[config.mk]
export PLATFORM = sky130hd
export DESIGN_NAME = ahb_mtx_param_decoder
export DESIGN_NICKNAME = d
export VERILOG_FILES = /design/src/rtl/ahb_mtx_pkg.sv /design/src/rtl/ahb_mtx_dft_slave.sv /design/src/rtl/ahb_mtx_param_decoder.sv
export SDC_FILE = /design/constraint.sdc
export NUM_CORES = 1
export LEC_CHECK = 0
export BUFFER_PORTS_ARGS = -buffer_cell sky130_fd_sc_hd__buf_2
export CAP_MARGIN = 40
export CORE_AREA = 2 2 153 155
export DETAILED_ROUTE_END_ITERATION = 10
export DIE_AREA = 0 0 155 157
export GPL_TIMING_DRIVEN = 0
export PLACE_DENSITY_LB_ADDON = 0.1
export REMOVE_ABC_BUFFERS = 1
export SLEW_MARGIN = 5
export SYNTH_ARGS = -nofsm -noshare
export SYNTH_HDL_FRONTEND = slang
export SYNTH_SLANG_ARGS = --single-unit
[constraint.sdc]
create_clock -name HCLK -period 1.94 [get_ports HCLK]
set_clock_uncertainty 0.2 [all_clocks]
set_input_delay 0.097 -clock HCLK [delete_from_list [all_inputs] [get_ports HCLK]]
set_output_delay 0.097 -clock HCLK [all_outputs]
set_load 0.01 [all_outputs]
[src/rtl/ahb_mtx_pkg.sv]
// Shared AHB encodings and default-slave FSM state type for the bus-matrix
// input-port decoder.
package ahb_mtx_pkg;

    localparam int unsigned ADDR_W = 22;   // decoded HADDR[31:10]
    localparam int unsigned DATA_W = 32;

    localparam logic [1:0] HTRANS_IDLE   = 2'b00;
    localparam logic [1:0] HTRANS_BUSY   = 2'b01;
    localparam logic [1:0] HTRANS_NONSEQ = 2'b10;
    localparam logic [1:0] HTRANS_SEQ    = 2'b11;

    localparam logic [1:0] HRESP_OKAY  = 2'b00;
    localparam logic [1:0] HRESP_ERROR = 2'b01;

    typedef enum logic [1:0] {
        DFT_IDLE = 2'd0,
        DFT_ERR1 = 2'd1,
        DFT_ERR2 = 2'd2
    } dft_state_e;

endpackage

[src/rtl/ahb_mtx_dft_slave.sv]
// Default slave for unmapped accesses: answers NONSEQ/SEQ with a two-cycle
// AHB ERROR response, IDLE/BUSY with zero-wait OKAY.
// Ports:
//   HCLK, HRESET   clock, synchronous active-high reset
//   hsel           default slave addressed by the input stage
//   htrans         HTRANS of the address phase
//   hready         input-stage HREADY (address phase accepted)
//   hreadyout      registered HREADYOUT
//   hresp          registered HRESP
//   err_pulse_c    high in the cycle whose edge enters ERR1
module ahb_mtx_dft_slave
    import ahb_mtx_pkg::*;
(
    input  logic       HCLK,
    input  logic       HRESET,
    input  logic       hsel,
    input  logic [1:0] htrans,
    input  logic       hready,
    output logic       hreadyout,
    output logic [1:0] hresp,
    output logic       err_pulse_c
);

    dft_state_e state_d, state_q;
    logic       hreadyout_d, hreadyout_q;
    logic [1:0] hresp_d, hresp_q;
    logic       start_c;

    // A qualifying access is an accepted NONSEQ/SEQ transfer to this slave.
    assign start_c = hsel & hready &
                     ((htrans == HTRANS_NONSEQ) | (htrans == HTRANS_SEQ));

    // Next state and next registered outputs.
    always_comb begin
        state_d     = state_q;
        hreadyout_d = 1'b1;
        hresp_d     = HRESP_OKAY;
        err_pulse_c = 1'b0;
        case (state_q)
            DFT_IDLE: if (start_c) state_d = DFT_ERR1;
            DFT_ERR1: state_d = DFT_ERR2;
            DFT_ERR2: state_d = start_c ? DFT_ERR1 : DFT_IDLE;
            default:  state_d = DFT_IDLE;
        endcase
        if (state_d == DFT_ERR1) begin
            hreadyout_d = 1'b0;
            err_pulse_c = 1'b1;      // ERR1 lasts one cycle, so every entry is a new error
        end
        if (state_d != DFT_IDLE) hresp_d = HRESP_ERROR;
    end

    always_ff @(posedge HCLK) begin
        if (HRESET) begin
            state_q     <= DFT_IDLE;
            hreadyout_q <= 1'b1;
            hresp_q     <= HRESP_OKAY;
        end else begin
            state_q     <= state_d;
            hreadyout_q <= hreadyout_d;
            hresp_q     <= hresp_d;
        end
    end

    assign hreadyout = hreadyout_q;
    assign hresp     = hresp_q;

endmodule

[src/rtl/ahb_mtx_param_decoder.sv]
// AHB bus-matrix input-port decoder: selects one of NUM_PORTS output stages
// (or the built-in default slave) from HADDR[31:10], tracks the data phase
// and returns ready/resp/rdata/ruser from the selected stage.
// Ports:
//   HCLK, HRESET     clock, synchronous active-high reset
//   HREADYS          input-stage HREADY
//   sel_dec          input-stage HSEL
//   decode_addr_dec  HADDR[31:10]
//   trans_dec        HTRANS
//   active_in        per-port active flags
//   readyout_in      per-port HREADYOUT
//   resp_in          per-port HRESP, port i at [2*i +: 2]
//   rdata_in         per-port HRDATA, port i at [32*i +: 32]
//   ruser_in         per-port HRUSER, port i at [32*i +: 32]
//   err_clr          clears err_count (wins over increment)
//   sel_out          one-hot HSEL to the output stages
//   active_dec       active flag of the addressed port
//   HREADYOUTS       HREADY feedback
//   HRESPS           HRESP feedback
//   HRDATAS          read data
//   HRUSERS          user read data
//   err_count        saturating count of ERROR responses issued
module ahb_mtx_param_decoder
    import ahb_mtx_pkg::*;
#(
    parameter int unsigned                      NUM_PORTS    = 4,
    parameter logic [ADDR_W*NUM_PORTS-1:0]      REGION_BASE  = {NUM_PORTS{22'h0}},
    parameter logic [ADDR_W*NUM_PORTS-1:0]      REGION_LIMIT = {NUM_PORTS{22'h0}},
    parameter int unsigned                      ERRCNT_W     = 16
) (
    input  logic                          HCLK,
    input  logic                          HRESET,
    input  logic                          HREADYS,
    input  logic                          sel_dec,
    input  logic [ADDR_W-1:0]             decode_addr_dec,
    input  logic [1:0]                    trans_dec,
    input  logic [NUM_PORTS-1:0]          active_in,
    input  logic [NUM_PORTS-1:0]          readyout_in,
    input  logic [2*NUM_PORTS-1:0]        resp_in,
    input  logic [DATA_W*NUM_PORTS-1:0]   rdata_in,
    input  logic [DATA_W*NUM_PORTS-1:0]   ruser_in,
    input  logic                          err_clr,
    output logic [NUM_PORTS-1:0]          sel_out,
    output logic                          active_dec,
    output logic                          HREADYOUTS,
    output logic [1:0]                    HRESPS,
    output logic [DATA_W-1:0]             HRDATAS,
    output logic [DATA_W-1:0]             HRUSERS,
    output logic [ERRCNT_W-1:0]           err_count
);

    logic [NUM_PORTS-1:0] hit_c;
    logic [NUM_PORTS:0]   addr_sel_c;
    logic [NUM_PORTS:0]   data_sel_d, data_sel_q;
    logic [ERRCNT_W-1:0]  err_cnt_d, err_cnt_q;
    logic                 dft_hsel_c;
    logic                 dft_ready;
    logic [1:0]           dft_resp;
    logic                 err_pulse_c;

    // Per-port inclusive region compare.
    for (genvar i = 0; i < int'(NUM_PORTS); i++) begin : g_region
        assign hit_c[i] = (decode_addr_dec >= REGION_BASE[ADDR_W*i +: ADDR_W]) &&
                          (decode_addr_dec <= REGION_LIMIT[ADDR_W*i +: ADDR_W]);
    end

    // Priority encode (lowest index wins), default slave on miss.
    always_comb begin
        addr_sel_c            = '0;
        addr_sel_c[NUM_PORTS] = 1'b1;
        for (int i = int'(NUM_PORTS) - 1; i >= 0; i--) begin
            if (hit_c[i]) begin
                addr_sel_c    = '0;
                addr_sel_c[i] = 1'b1;
            end
        end
        // IDLE cycles stay on the port that owns the current data phase.
        if ((trans_dec == HTRANS_IDLE) && (|data_sel_q[NUM_PORTS-1:0])) begin
            addr_sel_c = data_sel_q;
        end
    end

    assign sel_out    = sel_dec ? addr_sel_c[NUM_PORTS-1:0] : '0;
    assign active_dec = addr_sel_c[NUM_PORTS] | (|(addr_sel_c[NUM_PORTS-1:0] & active_in));
    assign dft_hsel_c = sel_dec & addr_sel_c[NUM_PORTS];

    ahb_mtx_dft_slave u_dft_slave (
        .HCLK        (HCLK),
        .HRESET      (HRESET),
        .hsel        (dft_hsel_c),
        .htrans      (trans_dec),
        .hready      (HREADYS),
        .hreadyout   (dft_ready),
        .hresp       (dft_resp),
        .err_pulse_c (err_pulse_c)
    );

    // Data-phase owner and error counter next state.
    always_comb begin
        data_sel_d = HREADYS ? addr_sel_c : data_sel_q;
        err_cnt_d  = err_cnt_q;
        if (err_clr) begin
            err_cnt_d = '0;
        end else if (err_pulse_c && !(&err_cnt_q)) begin
            err_cnt_d = err_cnt_q + ERRCNT_W'(1);
        end
    end

    always_ff @(posedge HCLK) begin
        if (HRESET) begin
            data_sel_q <= '0;
            err_cnt_q  <= '0;
        end else begin
            data_sel_q <= data_sel_d;
            err_cnt_q  <= err_cnt_d;
        end
    end

    // Data-phase response mux; no owner gives an idle OKAY.
    always_comb begin
        HREADYOUTS = 1'b1;
        HRESPS     = HRESP_OKAY;
        HRDATAS    = '0;
        HRUSERS    = '0;
        for (int i = 0; i < int'(NUM_PORTS); i++) begin
            if (data_sel_q[i]) begin
                HREADYOUTS = readyout_in[i];
                HRESPS     = resp_in[2*i +: 2];
                HRDATAS    = rdata_in[DATA_W*i +: DATA_W];
                HRUSERS    = ruser_in[DATA_W*i +: DATA_W];
            end
        end
        if (data_sel_q[NUM_PORTS]) begin
            HREADYOUTS = dft_ready;
            HRESPS     = dft_resp;
        end
    end

    assign err_count = err_cnt_q;

endmodule

==> flow_summary.json, run 1 <==
{
  "run_status": "finished, violations left",
  "violated_checks": "negative setup slack",
  "cts_buffer_depth": 2,
  "synthesis.instances": 535,
  "global_route.usage.met1": 0.1920,
  "busiest_layer": "met2",
  "dieHeight_um": 157,
  "setup_viol": 69,
  "ys_seq_area_frac": 0.1555,
  "antenna_found_initial": 7,
  "hold_crit_path_type": "in -> reg",
  "wire_per_inst_um": 18.59,
  "fin_worst_hold_slack_ps": 12.77,
  "timing.final.crit_period_ps": 2086,
  "design.die.area_um2": 24340,
  "nFillCells": 2595,
  "fraction_of_final_layout_cells_sized_beyond_drive_strength_1": 0.5455,
  "placement.io_buffers": 388,
  "count_of_state_elements_after_synthesis": 25,
  "worst_ir_drop_vdd_uv": 284.8,
  "avgSynthCellArea_um2": 6.015,
  "yosysWarningCount": 0,
  "first_pass_grt_wire_length_um": 31240,
  "crit_path_end_kind": "primary output",
  "ys_async_sr_fraction": 0,
  "p_leak_nw": 2.968,
  "finalWeightedCongestion": 0.7628,
  "synth_area_um2": 3218,
  "multiInputGateArea_um2": 2761,
  "ys_dominant_reg_cell": "sky130_fd_sc_hd__dfxtp_1",
  "max-cap-violations": 0,
  "timing.critical_path.from_type": "flop",
  "setup-tns-final_ps": -5143,
  "achievable_frequency_mhz": 479.3,
  "seqCellArea_um2": 515.5,
  "clkSlewWorstSetupHoldPaths_ps": 70,
  "drt_first_pass_iters": 4,
  "dp_hpwl_um": 16190,
  "finalMaxSlewViolations": 0,
  "netlist-cell-type-count": 49,
  "vias": 5419,
  "clock_sink_count": 25,
  "cts_buffers": 3,
  "pwrdens_nw_per_um2": 262.2,
  "timing.final.crit_share": 1.075,
  "setup_repair_after_global_routing_missed_its_margin": "true",
  "grt_start_max_net_pins": 91,
  "critPathArrivalTime_ps": 1790,
  "initial_utilization": 0.1430,
  "clock_root_buffer_master": "sky130_fd_sc_hd__clkbuf_16",
  "hold_viol_final": 0,
  "cts_tree": "done",
  "ioPinCount": 389,
  "globalRouteTotalUtil": 0.1659,
  "floorplan.die.width_um": 155,
  "drcViolationCount": 0,
  "final_critical_path_setup_slack_ps": -146.2,
  "detail_route.iter0.violations": 296,
  "grt.overflow.total": 0,
  "synth_enable_flop_cells": 0,
  "core_area_um2": 22500,
  "grt.met2_usage": 0.3213,
  "path_max_fanout": 3,
  "path_class": "reg -> out",
  "num_rows": 55,
  "clock_latency_late_sink_ps": 260,
  "cell_types_occupying_the_most_area_after_synthesis": "sky130_fd_sc_hd__dfxtp_1 16%, sky130_fd_sc_hd__a22oi_1 15%, sky130_fd_sc_hd__a21oi_1 13%",
  "detailed_route_wire_length_um": 22340,
  "first_global_vias": 5107,
  "tightestPinTransition_ps": 397.9,
  "synth_area_leader_cell": "sky130_fd_sc_hd__dfxtp_1",
  "gr-usage-met3": 0.02836,
  "syn2layout_area_growth_pct": 96.27,
  "antenna_left": 0,
  "avgViaCountPerCell": 4.508,
  "post-synth-top-area-fraction": 0.1555,
  "timing.slew.headroom": 0.7337,
  "worst_ep_required_time_ps": 1640,
  "cts_h_tree_depth": 1,
  "nNetsFinal": 1216
}
-- cells in the mapped netlist, types with 2 or more instances --
| library cell | n |
|---|---|
| sky130_fd_sc_hd__buf_4 | 2 |
| sky130_fd_sc_hd__buf_6 | 2 |
| sky130_fd_sc_hd__nor2b_1 | 5 |
| sky130_fd_sc_hd__a22oi_1 | 64 |
| sky130_fd_sc_hd__o31a_1 | 2 |
| sky130_fd_sc_hd__nor4_1 | 6 |
| sky130_fd_sc_hd__nand4_1 | 5 |
| sky130_fd_sc_hd__a211oi_1 | 3 |
| sky130_fd_sc_hd__and2_1 | 5 |
| sky130_fd_sc_hd__nand3_1 | 7 |
| sky130_fd_sc_hd__clkbuf_1 | 42 |
| sky130_fd_sc_hd__o31ai_1 | 12 |
| sky130_fd_sc_hd__or4_1 | 11 |
| sky130_fd_sc_hd__and3_1 | 5 |
| sky130_fd_sc_hd__nor3_1 | 4 |
| sky130_fd_sc_hd__o21ai_0 | 67 |
| sky130_fd_sc_hd__a21oi_1 | 83 |
| sky130_fd_sc_hd__a221oi_1 | 3 |
| sky130_fd_sc_hd__buf_2 | 2 |
| sky130_fd_sc_hd__nand2_1 | 74 |
| sky130_fd_sc_hd__inv_1 | 6 |
| sky130_fd_sc_hd__dfxtp_1 | 25 |
| sky130_fd_sc_hd__nor2_1 | 71 |
| sky130_fd_sc_hd__buf_1 | 3 |
| sky130_fd_sc_hd__or3_1 | 2 |
-- where the power goes --
group | internal (mW) | switching [mW] | total [mW]
Sequential | 0.514 | 0.00642 | 0.521
Combinational | 0.362 | 0.282 | 0.644
Clock | 0.285 | 0.206 | 0.491
-- logic make-up (layout without fill, tap and decap cells) --
group / count (synthesis) / in the layout / share of synthesized area
AO/OA/AOI/OAI: 242 / 242 / 0.4553
buffers and inverters: 59 / 436 / 0.08164
AND/OR/NAND/NOR: 208 / 209 / 0.3037
other: 0 / 4 / 0
adder cells (fa/ha/maj): 1 / 1 / 0.003887
flip-flops: 25 / 25 / 0.1555
-- critical path, cell delays in order, from the launching register on --
cell and delay (ps):
sky130_fd_sc_hd__dfxtp_4 360, sky130_fd_sc_hd__buf_12 130, sky130_fd_sc_hd__buf_6 110, sky130_fd_sc_hd__nor4_4 200, sky130_fd_sc_hd__nor3_4 100, sky130_fd_sc_hd__nor3_4 190, sky130_fd_sc_hd__a21oi_2 80, sky130_fd_sc_hd__o221ai_1 180
sky130_fd_sc_hd__buf_2 170
-- repair_timing --
item | CTS | global route
cloned | 3 | 4
endpoints found under the setup margin | 90 | 87
resized for setup | 74 | 69
hold endpoints to repair | 7 | 0
hold buffers | 3 | 0
pin swaps | 12 | 17
setup buffers | 23 | 1
-- cells in the final DEF, fill, tap and decap left out, types with 4 or more instances in the layout --
| master | count |
|---|---|
| sky130_fd_sc_hd__nand3_1 | 7 |
| sky130_fd_sc_hd__inv_1 | 6 |
| sky130_fd_sc_hd__o21ai_1 | 63 |
| sky130_fd_sc_hd__nor2_1 | 69 |
| sky130_fd_sc_hd__dfxtp_1 | 19 |
| sky130_fd_sc_hd__buf_16 | 6 |
| sky130_fd_sc_hd__nand2_1 | 74 |
| sky130_fd_sc_hd__nand4_1 | 5 |
| sky130_fd_sc_hd__nor2b_1 | 4 |
| sky130_fd_sc_hd__a21oi_1 | 80 |
| sky130_fd_sc_hd__clkbuf_16 | 6 |
| sky130_fd_sc_hd__buf_2 | 383 |
| sky130_fd_sc_hd__a22oi_2 | 39 |
| sky130_fd_sc_hd__buf_4 | 16 |
| sky130_fd_sc_hd__o31ai_1 | 11 |
| sky130_fd_sc_hd__a22oi_1 | 25 |
| sky130_fd_sc_hd__o21ai_0 | 4 |
| sky130_fd_sc_hd__buf_12 | 7 |
| sky130_fd_sc_hd__diode_2 | 4 |
| sky130_fd_sc_hd__buf_6 | 5 |
| sky130_fd_sc_hd__or4_1 | 11 |
| sky130_fd_sc_hd__and3_1 | 5 |
| sky130_fd_sc_hd__nor4_1 | 6 |
| sky130_fd_sc_hd__and2_1 | 4 |
-- per-layer routing --
metal | share of wire | wire length, µm
met2 | 0.54 | 11980
met3 | 0.059 | 1324
met1 | 0.39 | 8696
met4 | 0.014 | 309
met5 | 0.0012 | 27
-- metrics by stage --
step                cell area, µm²  std cells  power, mW  setup slack [ps]    util
floorplan                     2978        482     0.6869             -2558       -
global placement              5276       1155      1.081             -5944  0.2345
detailed placement            5438       1161      1.083            -653.5  0.2416
CTS                           5968       1193      1.623            -144.7  0.2652
global route                  6316       1202      1.754            -267.8  0.2807
finish                        6316       1202      1.656            -146.2  0.2807
-- worst paths after layout --
kind                               start                endpoint  slack (ps)  cells after the start
setup reg to reg           data_sel_q[1]           err_count[14]        -120                      8
hold reg to reg   u_dft_slave.state_q[1]  u_dft_slave.state_q[1]         200                      1
setup / recovery           data_sel_q[1]              active_dec        -150                      8
hold / removal                   HREADYS           data_sel_q[2]          10                      3
-- sequential cells by signal (all words and copies together), names as in the netlist --
| register | count |
|---|---|
| u_dft_slave.hresp | 1 |
| err_count | 16 |
| u_dft_slave.state_q | 2 |
| data_sel_q | 5 |
| u_dft_slave.hreadyout | 1 |
-- area by class of cell --
cell class              instances  area share
multi-input cells             452      0.4372
repair buffers                426      0.4063
flip-flops and latches         25     0.08162
well taps                     285     0.05646
clock buffers                   3     0.01189
inverters                       6    0.003566
diodes                          4    0.001585
clock inverters                 1    0.001387
(Power assumes the default switching activity.)
==> run 2, diff against run 1 <==
==> constraint.sdc (replaced) <==
create_clock -name HCLK -period 1.9 [get_ports HCLK]
set_clock_uncertainty 0.2 [all_clocks]
set_input_delay 0.095 -clock HCLK [delete_from_list [all_inputs] [get_ports HCLK]]
set_output_delay 0.095 -clock HCLK [all_outputs]
set_load 0.02 [all_outputs]
==> flow_summary.json, run 2 (synthesized netlist as in run 1, its figures left out) <==
{
  "timing.critical_path.from_type": "flop",
  "dpl.cell_count": 1161,
  "placement.io_buffers": 388,
  "vias": 5553,
  "floorplan.die.width_um": 155,
  "avgViaCountPerCell": 4.578,
  "detail_route.iter0.violations": 290,
  "largest_register_ffs": 16,
  "regToRegSetupSlack_ps": -200,
  "setup_viol": 84,
  "finalMaxSlewViolations": 0,
  "crit_path_end_kind": "flop",
  "seqCellArea_um2": 533.0,
  "crit_path_max_cell_delay_ps": 410,
  "multiInputGateArea_um2": 2872,
  "violated_checks": "negative setup slack",
  "clock_sink_count": 25,
  "drcViolationCount": 0,
  "timing.final.crit_period_ps": 2100,
  "clock_latency_late_sink_ps": 260,
  "syn2layout_area_growth_pct": 108.3,
  "worstSetupStartpoint": "data_sel_q[1]",
  "layout.cells.most_common_list": "328 x sky130_fd_sc_hd__buf_2, 75 x sky130_fd_sc_hd__buf_4, 74 x sky130_fd_sc_hd__nand2_1",
  "mostFrequentLayoutCell": "sky130_fd_sc_hd__buf_2",
  "cts_buffers": 3,
  "report.power.total_mw": 1.764,
  "design.die.area_um2": 24340,
  "critPathArrivalTime_ps": 2100,
  "globalRouteTotalUtil": 0.1687,
  "first_pass_grt_wire_length_um": 31720,
  "dp_hpwl_um": 16190,
  "stdcell_count": 1213,
  "nFillCells": 2586,
  "run_status": "finished, violations left",
  "worstPathCellList": "buf_12 -> nor4_4 -> nor3_4 -> o31ai_4 -> buf_12 -> buf_6 -> buf_12 -> or4_4 -> a21oi_2",
  "path_max_fanout": 6,
  "drt_first_pass_iters": 4,
  "worst_ir_drop_vdd_uv": 276.5,
  "p_leak_nw": 3.070,
  "path_class": "reg -> reg",
  "detailed_route_wire_length_um": 22860,
  "setup_repair_after_global_routing_missed_its_margin": "true",
  "dieHeight_um": 157,
  "nNetsFinal": 1227,
  "timing.slew.headroom": 0.6955,
  "clkSlewWorstSetupHoldPaths_ps": 70,
  "timing.critical_path.to": "err_count[7]",
  "clock_root_buffer_master": "sky130_fd_sc_hd__clkbuf_16",
  "antenna_left": 0,
  "hold_crit_path_type": "in -> reg",
  "achievable_frequency_mhz": 476.3,
  "r2r_cells": 9,
  "slowest_stage_cell_on_the_critical_path": "sky130_fd_sc_hd__or4_4",
  "cts_h_tree_depth": 1,
  "hold_viol_final": 0,
  "timing.final.crit_share": 1.105,
  "cts_buffer_depth": 2,
  "reg2reg_to": "err_count[7]",
  "worst_ep_required_time_ps": 1900,
  "ioPinCount": 389,
  "grt.overflow.total": 0,
  "finalWeightedCongestion": 0.7628,
  "grt_start_max_net_pins": 91,
  "final_critical_path_setup_slack_ps": -199.7,
  "num_rows": 55,
  "r2r_start": "data_sel_q[1]",
  "tightestPinTransition_ps": 456.7,
  "path_common_cell": "sky130_fd_sc_hd__buf_12",
  "antenna_found_initial": 7,
  "max-cap-violations": 0,
  "fraction_of_final_layout_cells_sized_beyond_drive_strength_1": 0.5703,
  "final_util": 0.2979,
  "initial_utilization": 0.1430,
  "cts_tree": "done",
  "first_global_vias": 5193,
  "wire_per_inst_um": 18.84,
  "pwrdens_nw_per_um2": 263.1,
  "core_area_um2": 22500
}
==> run 2: area by class of cell <==
| class | count | share of cell area |
|---|---|---|
| antenna | 4 | 0.001493 |
| clock buffer | 3 | 0.01120 |
| clock inverter | 1 | 0.001307 |
| inverter | 6 | 0.003360 |
| multi-input combinational | 453 | 0.4284 |
| sequential | 25 | 0.07952 |
| tap | 285 | 0.05320 |
| timing repair buffer | 436 | 0.4215 |
==> run 2: worst min-delay path by stage <==
stage,from,endpoint,slack [ps],cells after the start
2_1_floorplan,HRESET,data_sel_q[0],-30,1
3_3_place_gp,HREADYS,data_sel_q[4],180,2
3_5_place_dp,HREADYS,data_sel_q[4],170,2
4_1_cts,HREADYS,data_sel_q[3],7,3
5_1_grt,HREADYS,data_sel_q[1],30,3
6_report,HREADYS,data_sel_q[2],10,3
==> run 2: stage by stage <==
stage                     hold slack [ps]  worst slack [ps]  instance area [µm²]  setup TNS, ps
after floorplan                    -32.24             -2801                 2978        -227220
final                               14.66            -199.7                 6703          -9624
after CTS                           7.088            -174.0                 6276         -10130
after detailed placement            169.0            -693.5                 5438         -35560
after global routing                27.42            -300.0                 6703         -18940
after global placement              180.4             -6002                 5276        -472540
==> run 2: critical path: cells and delay by family (launching register included) <==
family                 cells  cell delay (ps)
AO/OA/AOI/OAI              2              240
buffers and inverters      4              500
flip-flops                 1              370
AND/OR/NAND/NOR            3              720
==> run 2: metal layers <==
layer / global-route usage / share of wire
met1: 0.1934 / 0.38
met2: 0.3310 / 0.56
met3: 0.02671 / 0.055
met4: 0.02822 / 0.0093
met5: 0 / 0.0012
==> run 2: where the power goes <==
| group | switching (mW) | internal [mW] | leakage [nW] | total, mW |
|---|---|---|---|---|
| clock network | 0.213 | 0.291 | 0.0415 | 0.504 |
| logic | 0.331 | 0.404 | 2.82 | 0.735 |
| registers | 0.00604 | 0.518 | 0.210 | 0.524 |
==> run 2: timing repair <==
item	CTS	global route
buffers inserted	27	8
setup endpoints to repair	90	89
hold buffers	3	0
hold endpoints to repair	7	0
cloned	6	4
pin swaps	22	57
resized for setup	139	87
==> run 3, diff against run 2 <==
--- a/config.mk
+++ b/config.mk
@@ -11,7 +11,7 @@
 export DETAILED_ROUTE_END_ITERATION = 10
 export DIE_AREA = 0 0 155 157
 export GPL_TIMING_DRIVEN = 0
-export PLACE_DENSITY_LB_ADDON = 0.1
+export PLACE_DENSITY = 0.41
 export REMOVE_ABC_BUFFERS = 1
 export SLEW_MARGIN = 5
 export SYNTH_ARGS = -nofsm -noshare
==> flow_summary.json, run 3 (synthesized netlist as in run 1, its figures left out) <==
{
  "run_status": "finished, violations left",
  "violated_checks": "negative setup slack",
  "worstSetupStartpoint": "data_sel_q[0]",
  "first_global_vias": 5306,
  "timing.critical_path.to": "HRUSERS[24]",
  "setup_repair_after_global_routing_missed_its_margin": "true",
  "layout.cells.most_common_list": "322 x sky130_fd_sc_hd__buf_2, 88 x sky130_fd_sc_hd__buf_4, 73 x sky130_fd_sc_hd__nand2_1",
  "design.die.area_um2": 24340,
  "core_area_um2": 22500,
  "globalRouteTotalUtil": 0.1668,
  "grt.overflow.total": 0,
  "slowest_stage_cell_on_the_critical_path": "sky130_fd_sc_hd__dfxtp_4",
  "cts_buffers": 3,
  "final_critical_path_setup_slack_ps": -200.0,
  "clock_root_buffer_master": "sky130_fd_sc_hd__clkbuf_16",
  "reg2reg_to": "err_count[3]",
  "timing.final.crit_share": 1.105,
  "initial_utilization": 0.1430,
  "worst_ir_drop_vdd_uv": 444.4,
  "syn2layout_area_growth_pct": 125.7,
  "antenna_left": 0,
  "cts_buffer_depth": 2,
  "detailed_route_wire_length_um": 23380,
  "timing.final.crit_period_ps": 2100,
  "worst_ep_required_time_ps": 1600,
  "tightestPinTransition_ps": 571.5,
  "max-cap-violations": 0,
  "floorplan.die.width_um": 155,
  "hold_crit_path_type": "in -> reg",
  "regToRegSetupSlack_ps": -90,
  "p_leak_nw": 3.238,
  "routed.top_layer": "met4",
  "fraction_of_final_layout_cells_sized_beyond_drive_strength_1": 0.6406,
  "met3_length_um": 1142,
  "ioPinCount": 389,
  "path_class": "reg -> out",
  "clkSlewWorstSetupHoldPaths_ps": 80,
  "drcViolationCount": 0,
  "setup-tns-final_ps": -7298,
  "hold_viol_final": 0,
  "path_max_fanout": 8,
  "critPathArrivalTime_ps": 1800,
  "timing.slew.headroom": 0.6155,
  "worstPathCellList": "nor2b_4 -> buf_6 -> buf_8 -> buf_12 -> a22oi_1 -> nor2_1 -> a21oi_1 -> o21ai_1 -> buf_2",
  "antenna_found_initial": 1,
  "drt_first_pass_iters": 4,
  "first_pass_grt_wire_length_um": 31310,
  "largest_register_ffs": 16,
  "nNetsFinal": 1249,
  "cts_h_tree_depth": 1,
  "detail_route.iter0.violations": 261,
  "mostFrequentLayoutCell": "sky130_fd_sc_hd__buf_2",
  "r2r_cells": 8,
  "vias": 5778,
  "pre_cts_slack_ps": -990.4,
  "crit_path_end_kind": "primary output",
  "timing.critical_path.from_type": "flop",
  "setup_viol": 78,
  "avgViaCountPerCell": 4.690,
  "crit_path_max_cell_delay_ps": 350,
  "r2r_start": "data_sel_q[2]",
  "pwrdens_nw_per_um2": 253.6,
  "wl_met1_um": 9656,
  "achievable_frequency_mhz": 476.2,
  "dieHeight_um": 157,
  "grt_start_max_net_pins": 78,
  "finalWeightedCongestion": 0.7627,
  "clock_latency_late_sink_ps": 270,
  "finalMaxSlewViolations": 0,
  "nFillCells": 2454,
  "wire_per_inst_um": 18.98,
  "clock_sink_count": 25,
  "num_rows": 55,
  "placement.io_buffers": 388,
  "dr_wl_met2_um": 12450,
  "cts_tree": "done",
  "dp_hpwl_um": 14590
}
-- run 3: cell types whose count changed in the layout (fill, tap and decap cells not counted), moves of 4 or more --
cell	change
sky130_fd_sc_hd__o21ai_1	+11
sky130_fd_sc_hd__buf_6	+10
sky130_fd_sc_hd__a21oi_2	+7
sky130_fd_sc_hd__o21ai_2	+4
sky130_fd_sc_hd__buf_2	-6
sky130_fd_sc_hd__nor2_2	+6
sky130_fd_sc_hd__a22oi_1	-38
sky130_fd_sc_hd__nor2_1	-6
sky130_fd_sc_hd__buf_4	+13
sky130_fd_sc_hd__o31ai_2	+4
sky130_fd_sc_hd__buf_16	+5
sky130_fd_sc_hd__a22oi_2	+38
sky130_fd_sc_hd__a21oi_1	-7
sky130_fd_sc_hd__o21ai_0	-15
-- run 3: worst min-delay path by stage --
| stage | start | end | slack [ps] | cells past startpoint |
|---|---|---|---|---|
| 2_1_floorplan | HRESET | data_sel_q[0] | -30 | 1 |
| 3_3_place_gp | HREADYS | data_sel_q[4] | 170 | 2 |
| 3_5_place_dp | HREADYS | data_sel_q[0] | 160 | 2 |
| 4_1_cts | trans_dec[0] | data_sel_q[4] | 110 | 4 |
| 5_1_grt | trans_dec[1] | data_sel_q[4] | 200 | 4 |
| 6_report | trans_dec[1] | data_sel_q[4] | 170 | 4 |
-- run 3: what timing repair did --
item / in CTS / in global routing
hold buffers: 4 / 0
setup endpoints to repair: 91 / 89
endpoints found under the hold margin: 7 / 0
resized for setup: 268 / 60
setup buffers: 33 / 16
pin swaps: 57 / 66
cloned: 11 / 5
-- run 3: worst max-delay path: cells and delay by family, from the launching register on --
kind / cells / cell delay (ps)
AOI/OAI and AO/OA: 3 / 410
buffers and inverters: 4 / 570
DFF: 1 / 350
and+or+nand+nor: 2 / 190
-- run 3: layout make-up --
cell class,count,area (µm²),share of cell area
multi-input cells,453,3107,0.4278
clock inverters,1,8.758,0.001206
inverters,6,22.52,0.003101
flip-flops and latches,25,539.3,0.07426
repair buffers,458,3151,0.4338
clock buffers,3,75.07,0.01034
well taps,285,356.6,0.04910
diodes,1,2.502,0.0003446
-- run 3: power by group --
part / leakage [nW] / internal [mW] / switching [mW] / total (mW)
combinational: 2.99 / 0.438 / 0.371 / 0.808
clock: 0.0415 / 0.292 / 0.219 / 0.511
sequential: 0.211 / 0.516 / 0.00633 / 0.522
total: 3.24 / 1.25 / 0.596 / 1.84
-- run 3: metrics by stage --
stage | util | power, mW | std cells | hold WS (ps) | cell area, µm²
after floorplan | - | 0.7395 | 482 | -32.24 | 2978
after global placement | 0.2345 | 1.138 | 1155 | 167.2 | 5276
after detailed placement | 0.2413 | 1.139 | 1161 | 164.9 | 5429
after CTS | 0.3047 | 1.827 | 1213 | 107.7 | 6857
after global routing | 0.3227 | 1.923 | 1232 | 196.3 | 7262
final | 0.3227 | 1.842 | 1232 | 165.2 | 7262
-- run 3: per-layer routing --
metal / global-route usage / vias up
met2: 0.3219 / 217
met5: 0 / -
met3: 0.02010 / 10
li1: - / 2814
met4: 0.02469 / 0
met1: 0.2004 / 2737
